<file path="src/rtl/pipe_adder_pkg.sv">
// rtl/pipe_adder_pkg.sv - shared defaults, slice-width derivation and configuration check for pipelined_adder
package pipe_adder_pkg;

  localparam int DEF_WIDTH  = 32;
  localparam int DEF_STAGES = 4;

  function automatic int slice_w(input int width, input int stages);
    return width / stages;
  endfunction

  // Legal only when the width splits into equal, non-empty slices.
  function automatic bit cfg_ok(input int width, input int stages);
    return (stages >= 1) && (stages <= width) && ((width % stages) == 0);
  endfunction

endpackage

</file>
<file path="src/rtl/adder_slice.sv">
// rtl/adder_slice.sv - combinational W-bit ripple add with carry-in and carry-out
module adder_slice #(
  parameter int W = 8
) (
  input  logic [W-1:0] a,
  input  logic [W-1:0] b,
  input  logic         cin,
  output logic [W-1:0] sum,
  output logic         cout
);

  assign {cout, sum} = {1'b0, a} + {1'b0, b} + {{W{1'b0}}, cin};

endmodule

</file>
<file path="src/rtl/pipelined_adder.sv">
// rtl/pipelined_adder.sv - STAGES-slice pipelined adder/subtractor with valid/ready handshakes
// Optional signed-overflow output enabled by defining PIPE_ADDER_OVF_EN.
module pipelined_adder
  import pipe_adder_pkg::*;
#(
  parameter int WIDTH  = DEF_WIDTH,
  parameter int STAGES = DEF_STAGES
) (
  input  logic             clk,
  input  logic             rst_n,
  input  logic             in_valid,
  output logic             in_ready,
  input  logic [WIDTH-1:0] a,
  input  logic [WIDTH-1:0] b,
  input  logic             cin,
  input  logic             sub,
  output logic             out_valid,
  input  logic             out_ready,
  output logic [WIDTH-1:0] sum,
  output logic             cout
`ifdef PIPE_ADDER_OVF_EN
  ,
  output logic             ovf
`endif
);

  localparam int SW = slice_w(WIDTH, STAGES);

  if (!cfg_ok(WIDTH, STAGES)) begin : g_bad_cfg
    $error("pipelined_adder: WIDTH must be a non-zero multiple of STAGES");
  end

  logic advance;
  logic load;

  // A stall freezes every stage; bubbles are not squeezed out.
  assign advance  = !out_valid || out_ready;
  assign in_ready = rst_n && advance;
  assign load     = in_valid && in_ready;

`ifdef PIPE_ADDER_OVF_EN
  logic ovf_q;
  assign ovf = ovf_q;
`endif

  for (genvar k = 0; k < STAGES; k++) begin : g_stage
    // Operand bits still pending at this stage: this slice plus all higher ones.
    localparam int OW = WIDTH - k * SW;

    logic [OW-1:0]       a_in;
    logic [OW-1:0]       b_in;
    logic                c_in;
    logic                v_in;
    logic [SW-1:0]       s_sl;
    logic                c_sl;
    logic [(k+1)*SW-1:0] s_next;
    logic [(k+1)*SW-1:0] s_q;
    logic                c_q;
    logic                v_q;

    if (k == 0) begin : g_head
      assign a_in   = a;
      assign b_in   = b ^ {WIDTH{sub}};
      assign c_in   = cin;
      assign v_in   = load;
      assign s_next = s_sl;
    end else begin : g_body
      assign a_in   = g_stage[k-1].g_fwd.a_q;
      assign b_in   = g_stage[k-1].g_fwd.b_q;
      assign c_in   = g_stage[k-1].c_q;
      assign v_in   = g_stage[k-1].v_q;
      assign s_next = {s_sl, g_stage[k-1].s_q};
    end

    adder_slice #(.W(SW)) u_slice (
      .a    (a_in[SW-1:0]),
      .b    (b_in[SW-1:0]),
      .cin  (c_in),
      .sum  (s_sl),
      .cout (c_sl)
    );

    always_ff @(posedge clk) begin
      if (!rst_n) begin
        v_q <= 1'b0;
        s_q <= '0;
        c_q <= 1'b0;
      end else if (advance) begin
        v_q <= v_in;
        s_q <= s_next;
        c_q <= c_sl;
      end
    end

    if (k < STAGES - 1) begin : g_fwd
      logic [OW-SW-1:0] a_q;
      logic [OW-SW-1:0] b_q;

      always_ff @(posedge clk) begin
        if (advance) begin
          a_q <= a_in[OW-1:SW];
          b_q <= b_in[OW-1:SW];
        end
      end
    end

`ifdef PIPE_ADDER_OVF_EN
    if (k == STAGES - 1) begin : g_ovf
      logic ovf_next;
      // a^b^s at the MSB recovers the carry into the MSB.
      assign ovf_next = a_in[SW-1] ^ b_in[SW-1] ^ s_sl[SW-1] ^ c_sl;

      always_ff @(posedge clk) begin
        if (!rst_n) begin
          ovf_q <= 1'b0;
        end else if (advance) begin
          ovf_q <= ovf_next;
        end
      end
    end
`endif
  end

  assign out_valid = g_stage[STAGES-1].v_q;
  assign sum       = g_stage[STAGES-1].s_q;
  assign cout      = g_stage[STAGES-1].c_q;

endmodule
</file>
<file path="config.mk">
export PLATFORM = sky130hd
export DESIGN_NAME = pipelined_adder
export DESIGN_NICKNAME = d
export VERILOG_FILES = /design/src/rtl/pipe_adder_pkg.sv /design/src/rtl/adder_slice.sv /design/src/rtl/pipelined_adder.sv
export SDC_FILE = /design/constraint.sdc
export NUM_CORES = 1
export LEC_CHECK = 0
export BUFFER_PORTS_ARGS = -buffer_cell sky130_fd_sc_hd__clkbuf_2
export CAP_MARGIN = 40
export CORE_UTILIZATION = 40
export CTS_BUF_LIST = sky130_fd_sc_hd__clkbuf_8
export CTS_CLUSTER_DIAMETER = 200
export DETAILED_ROUTE_END_ITERATION = 7
export GPL_TIMING_DRIVEN = 0
export SYNTH_ARGS = -nofsm -noshare
export SYNTH_HDL_FRONTEND = slang
export SYNTH_HIERARCHICAL = 1
export SYNTH_SLANG_ARGS = --single-unit
</file>
<file path="constraint.sdc">
create_clock -name clk -period 2.15 [get_ports clk]
set_input_delay 0.215 -clock clk [delete_from_list [all_inputs] [get_ports clk]]
set_output_delay 0.215 -clock clk [all_outputs]
set_load 0.01 [all_outputs]
</file>
# --- After elaboration in Yosys (flattened, before gate mapping) ---
# Index checks and enable logic that the tools add are counted.
classes:
  reduce_logical: 4
  bitwise_logic: 1
  add_sub_neg: 8
op_table:
  columns: ["op", "count"]
  rows:
  - ["$add 8x8->9", 4]
  - ["$add 9x1->9", 4]
  - ["$xor 32x32->32", 1]
  - ["$logic_and 1x1->1", 2]
  - ["$logic_not 1->1", 1]
  - ["$logic_or 1x1->1", 1]
totals:
  register_bits: 184
  output_inout_bits: 35
  in_bits: 70

# --- Depth between registers and ports, before layout ---
logic_depth:
  depth_word: 4
  depth_mapped: 10
  depth_no_buf: 8

# --- Modules after synthesis ---
# Netlist, hierarchy kept.
modules_own_cells:
  columns: ["mod", "cells_each", "area_each_um2", "instances", "seq_area_each_um2"]
  rows:
  - ["pipelined_adder", 458, 6593.8, 1, 4644.5]
  - ["adder_slice at g_stage[0].u_slice ...", 40, 331.6, 3, 0.0]
  - ["adder_slice at g_stage[2].u_slice", 42, 331.6, 1, 0.0]

# --- Worst setup path after synthesis ---
# OpenSTA, ideal clock, no wires.
synth_timing:
  path_type: "in2reg"
  from: "input port sub"
  to: "register g_stage[0].s_q[6]"
  stages: 10
  slack_ns: -0.048
  required_ns: 2.076
  n_path_buf: 2
  arrival_time_ns: 2.124
  cell_sequence: "buf_2 -> buf_4 -> xor2_1 -> fa_1 -> fa_1 -> a21oi_1 -> o21a_1 -> xnor2_1 -> nand2_1 -> mux2i_1"
synth_between:
  elab_chain_len: 3
synth_rtl:
  columns: ["item", "line_no", "rtl"]
  rows:
  - ["start: declaration", "pipelined_adder.sv:16", "input logic sub,"]
  - ["$xor 32x32->32", "pipelined_adder.sv:63", "assign b_in = b ^ {WIDTH{sub}};"]
  - ["named net g_stage[0].b_in[0]", "pipelined_adder.sv:51", "logic [OW-1:0] b_in;"]
  - ["$add 8x8->9", "adder_slice.sv:12", "assign {cout, sum} = {1'b0, a} + {1'b0, b} + {{W{1'b0}}, cin};"]
  - ["$add 9x1->9", "adder_slice.sv:12", null]
  - ["named net g_stage[0].s_next[6]", "pipelined_adder.sv:56", "logic [(k+1)*SW-1:0] s_next;"]
  - ["end signal: assignment", "pipelined_adder.sv:90", "s_q <= s_next;"]
  - ["end: declaration", "pipelined_adder.sv:57", "logic [(k+1)*SW-1:0] s_q;"]
# The timed path passes the listed nets, and every way through them passes these cells.
# A chain may end at the register's enable or synchronous reset.

# --- Worst setup path after layout ---
layout_timing:
  from: "register g_stage[2].g_fwd.a_q[0]"
  to: "register g_stage[3].s_q[30] (netlist: sum[30])"
layout_between:
  elab_chain_len: 2
layout_rtl:
  columns: ["item", "line_no", "rtl"]
  rows:
  - ["start: declaration", "pipelined_adder.sv:96", "logic [OW-SW-1:0] a_q;"]
  - ["start signal: assignment", "pipelined_adder.sv:101", "a_q <= a_in[OW-1:SW];"]
  - ["$add 8x8->9", "adder_slice.sv:12", null]
  - ["$add 9x1->9", "adder_slice.sv:12", null]
  - ["named net g_stage[3].s_sl[6]", "pipelined_adder.sv:54", "logic [SW-1:0] s_sl;"]
  - ["end signal: assignment", "pipelined_adder.sv:90", null]
  - ["end: declaration", "pipelined_adder.sv:57", null]
# The timed path passes the listed nets, and every way through them passes these cells.

==> impl_results.md <==
- Status: finished clean
- Placement Setup Slack: -0.267 ns
- Critical Path Source: g_stage[2].g_fwd.a_q[0]$_DFFE_PP_
- Gate Count Post-Synth: 620
- Cell variety after synth: 36
- RSZ-0062 raised after global routing: no
- Multi-input logic area: 2960 um^2
- Setup TNS: 0 ns
- N_diodes: 0
- Crit path DAT: between 2 and 2.5 ns
- GRT overflow: 0
- DR WL/cell: around 13 um
- Post-Syn Nets: about 730
- Hold_ws: 0.0483 ns
- Ys Warns: 6
- Dpl cells: 988
- Most frequent cell after synthesis: nand2_1
- Slowest-stage cell, CP: fa_1
- Tmin final: 2.04 ns
- Num Clock Sinks: 184
- Vias: a little under 5000
- Die ar.: 20400 um^2
- Maximum VDD drop: 0.000431 V
- Global-route wire length before repair: 22.7 mm
- Hold Crit Class: primary input to register
- Top-area cell type share of the netlist area: 36.4%
- # DRC: 0
- Area delta synth->final: 19.7%
- Crit-path cells: fa_1 -> fa_2 -> a21oi_2 -> o21a_1 -> xnor2_1 -> nand2_1 -> mux2i_1
- Main flop type after synthesis: edfxtp_1
- Starting Density: 40.7%
- Final setup viols: 0
- Skew-Pair Late Insertion Delay: 0.46 ns
- Startpoint types: register
- Clock Path Buffers: 2
- Rows: 51
- Overall routing resource usage: between 10 and 15%
- Leak pwr: 0.00381 uW
- PwrDens: 825 nW/um^2
- Worst-margin pin slew: 0.488 ns
- Critical path type: register to register
- Largest stage delay, worst path: 0.48 ns
- Clock Tree Root: clkbuf_8
- Routed wire length: 14.0 mm
- RD Place Congestion: 0.800
- Area of the mapped netlist: between 7000 and 8000 um^2
- Antenna Nets Post-Route: 0
- Crit path buf inv count: 0
- Initial DRC count: approximately 230
- Synth area leaders: edfxtp_1 (36%), dfxtp_1 (22%), mux2i_1 (11%)
- Total CTS buffers: 17
- Register area: 4640 um^2
- Post-Route Skew: 0.0125 ns
- Die width: 143 um
- Port buffer count: 102
- Max-cap violations: 0
- Cell Count, Final, Fillers Out: 1045
- CTS tree: yes
- Router iterations before antenna repair: 5
- Post-synth top area cell: edfxtp_1
- Vias/cell: between 4 and 5
- CTS clk-pin slew, worst paths: 0.10 ns
- H-Tree Depth: 4
- Asr flop ratio synth: 0%
- Share of the yosys chip area belonging to registers: 58.6%
- Boundary Pins: 105
- Hold violation count in the final report: 0
- DP Wirelength: 10.5 mm
- Vias in the first global route: 4752
- Smallest setup slack after layout: 0.113 ns
- Number of synthesized register bits: 184
- R2R Path Start: g_stage[2].g_fwd.a_q[0]$_DFFE_PP_
- Initial antenna violation count: 0
- Period utilization: 94.8%
- Crit path max fanout: 2
- Critical Path End Type: register
- Crit path max-delay family: adder cells
- Design Power: 7830 uW
- Final Slew Violations: 0
- Post-synth top cells: nand2_1 (133), edfxtp_1 (96), dfxtp_1 (88), mux2i_1 (88), xor2_1 (40)
- Final #Nets: slightly below 900
- Core Region: about 19000 um^2
- Layout cells sized above 1: 23.6%
- Achievable frequency: 491 MHz
- Hold path startpoint: b[24]
- Largest net degree at the start of global routing: 93
- Worst EP required: 2.53 ns
- Post-synth EDFFs: 96
- Slew headroom: 67.5%
- Fillers: 1746
- Die height: 143 um
- Syn avg cell area: 12.8 um^2
-- power breakdown --
group	total [uW]	internal [uW]	switching [uW]
Clock	2330	988	1340
Sequential	4200	4070	130
Combinational	1290	595	698
Total	7830	5660	2170
-- stage by stage --
| step | util (%) | cell area [um^2] |
|---|---|---|
| final | 48.7 | 9480 |
| after global routing | 48.7 | 9480 |
| after CTS | 48.6 | 9470 |
| after detailed placement | 45.2 | 8800 |
| after global placement | 45.1 | 8770 |
| after floorplan | - | 7930 |
-- sequential cells by signal, summed over array words and instances, names as in the netlist --
signal / flops
out_valid: 1
g_stage.s_q: 48
g_stage.v_q: 3
g_stage.c_q: 3
cout: 1
g_stage.g_fwd.b_q: 48
sum: 32
g_stage.g_fwd.a_q: 48
-- final timing paths --
check,cells past startpoint,slack [ns],to
max,7,0.11,sum[30]$_SDFFE_PN0P_
min,2,0.05,g_stage[0].g_fwd.b_q[16]$_DFFE_PP_
max reg2reg,7,0.11,sum[30]$_SDFFE_PN0P_
min reg2reg,0,0.42,g_stage[2].g_fwd.a_q[7]$_DFFE_PP_
-- per-layer routing --
layer  share of wire, %  track usage, %  vias up
met5                  0               0        -
met4                1.5            6.06        0
met3                3.0            3.19       15
met2                 46            23.3       85
met1                 49            19.1     2250
li1                   -               -     2501
-- cell usage in the layout (no fill, tap or decap), types with 5 or more instances in the layout --
| cell | n |
|---|---|
| nand2_1 | 133 |
| fa_2 | 5 |
| xor2_1 | 40 |
| buf_2 | 9 |
| nor3_1 | 5 |
| nor2b_1 | 5 |
| a21oi_2 | 7 |
| clkbuf_2 | 102 |
| buf_12 | 9 |
| inv_8 | 5 |
| buf_4 | 8 |
| dlygate4sd3_1 | 25 |
| clkbuf_8 | 17 |
| dfxtp_1 | 88 |
| mux2i_1 | 88 |
| edfxtp_1 | 96 |
| inv_1 | 8 |
| a21oi_1 | 13 |
| a311o_1 | 8 |
| nand3_1 | 8 |
| ha_1 | 28 |
| xnor2_1 | 8 |
| a21o_1 | 8 |
-- area by class of cell --
cell class	instances	area share, %
sequential	184	49.0
multi-input combinational	396	31.2
timing repair buffer	128	8.31
tap	265	3.50
buffer	27	3.13
clock buffer	17	2.47
clock inverter	15	1.87
inverter	13	0.567
-- worst register-to-register path, delay by kind of cell (launching register included) --
family,cells,cell delay (ns)
muxes,1,0.14
AOI/OAI and AO/OA,2,0.37
and+or+nand+nor,1,0.07
xor gates and xnor gates,1,0.12
DFF,1,0.41
adders and majority gates,2,0.86
-- repair_timing --
action	in CTS	in global routing
gates cloned	0	0
pin swaps	0	2
hold buffers	25	0
endpoints found under the setup margin	2	6
buffers inserted	0	0
resized for setup	3	5
hold endpoints to repair	25	0
-- logic make-up after synthesis --
| logic type | share of synthesized area [%] |
|---|---|
| buf+inv | 4.42 |
| compound gates | 5.12 |
| mux | 11.1 |
| fa+ha+maj | 6.45 |
| simple gates | 8.94 |
| flops | 58.6 |
| xor+xnor | 5.31 |
No activity file was read; power rests on OpenSTA's default activity.
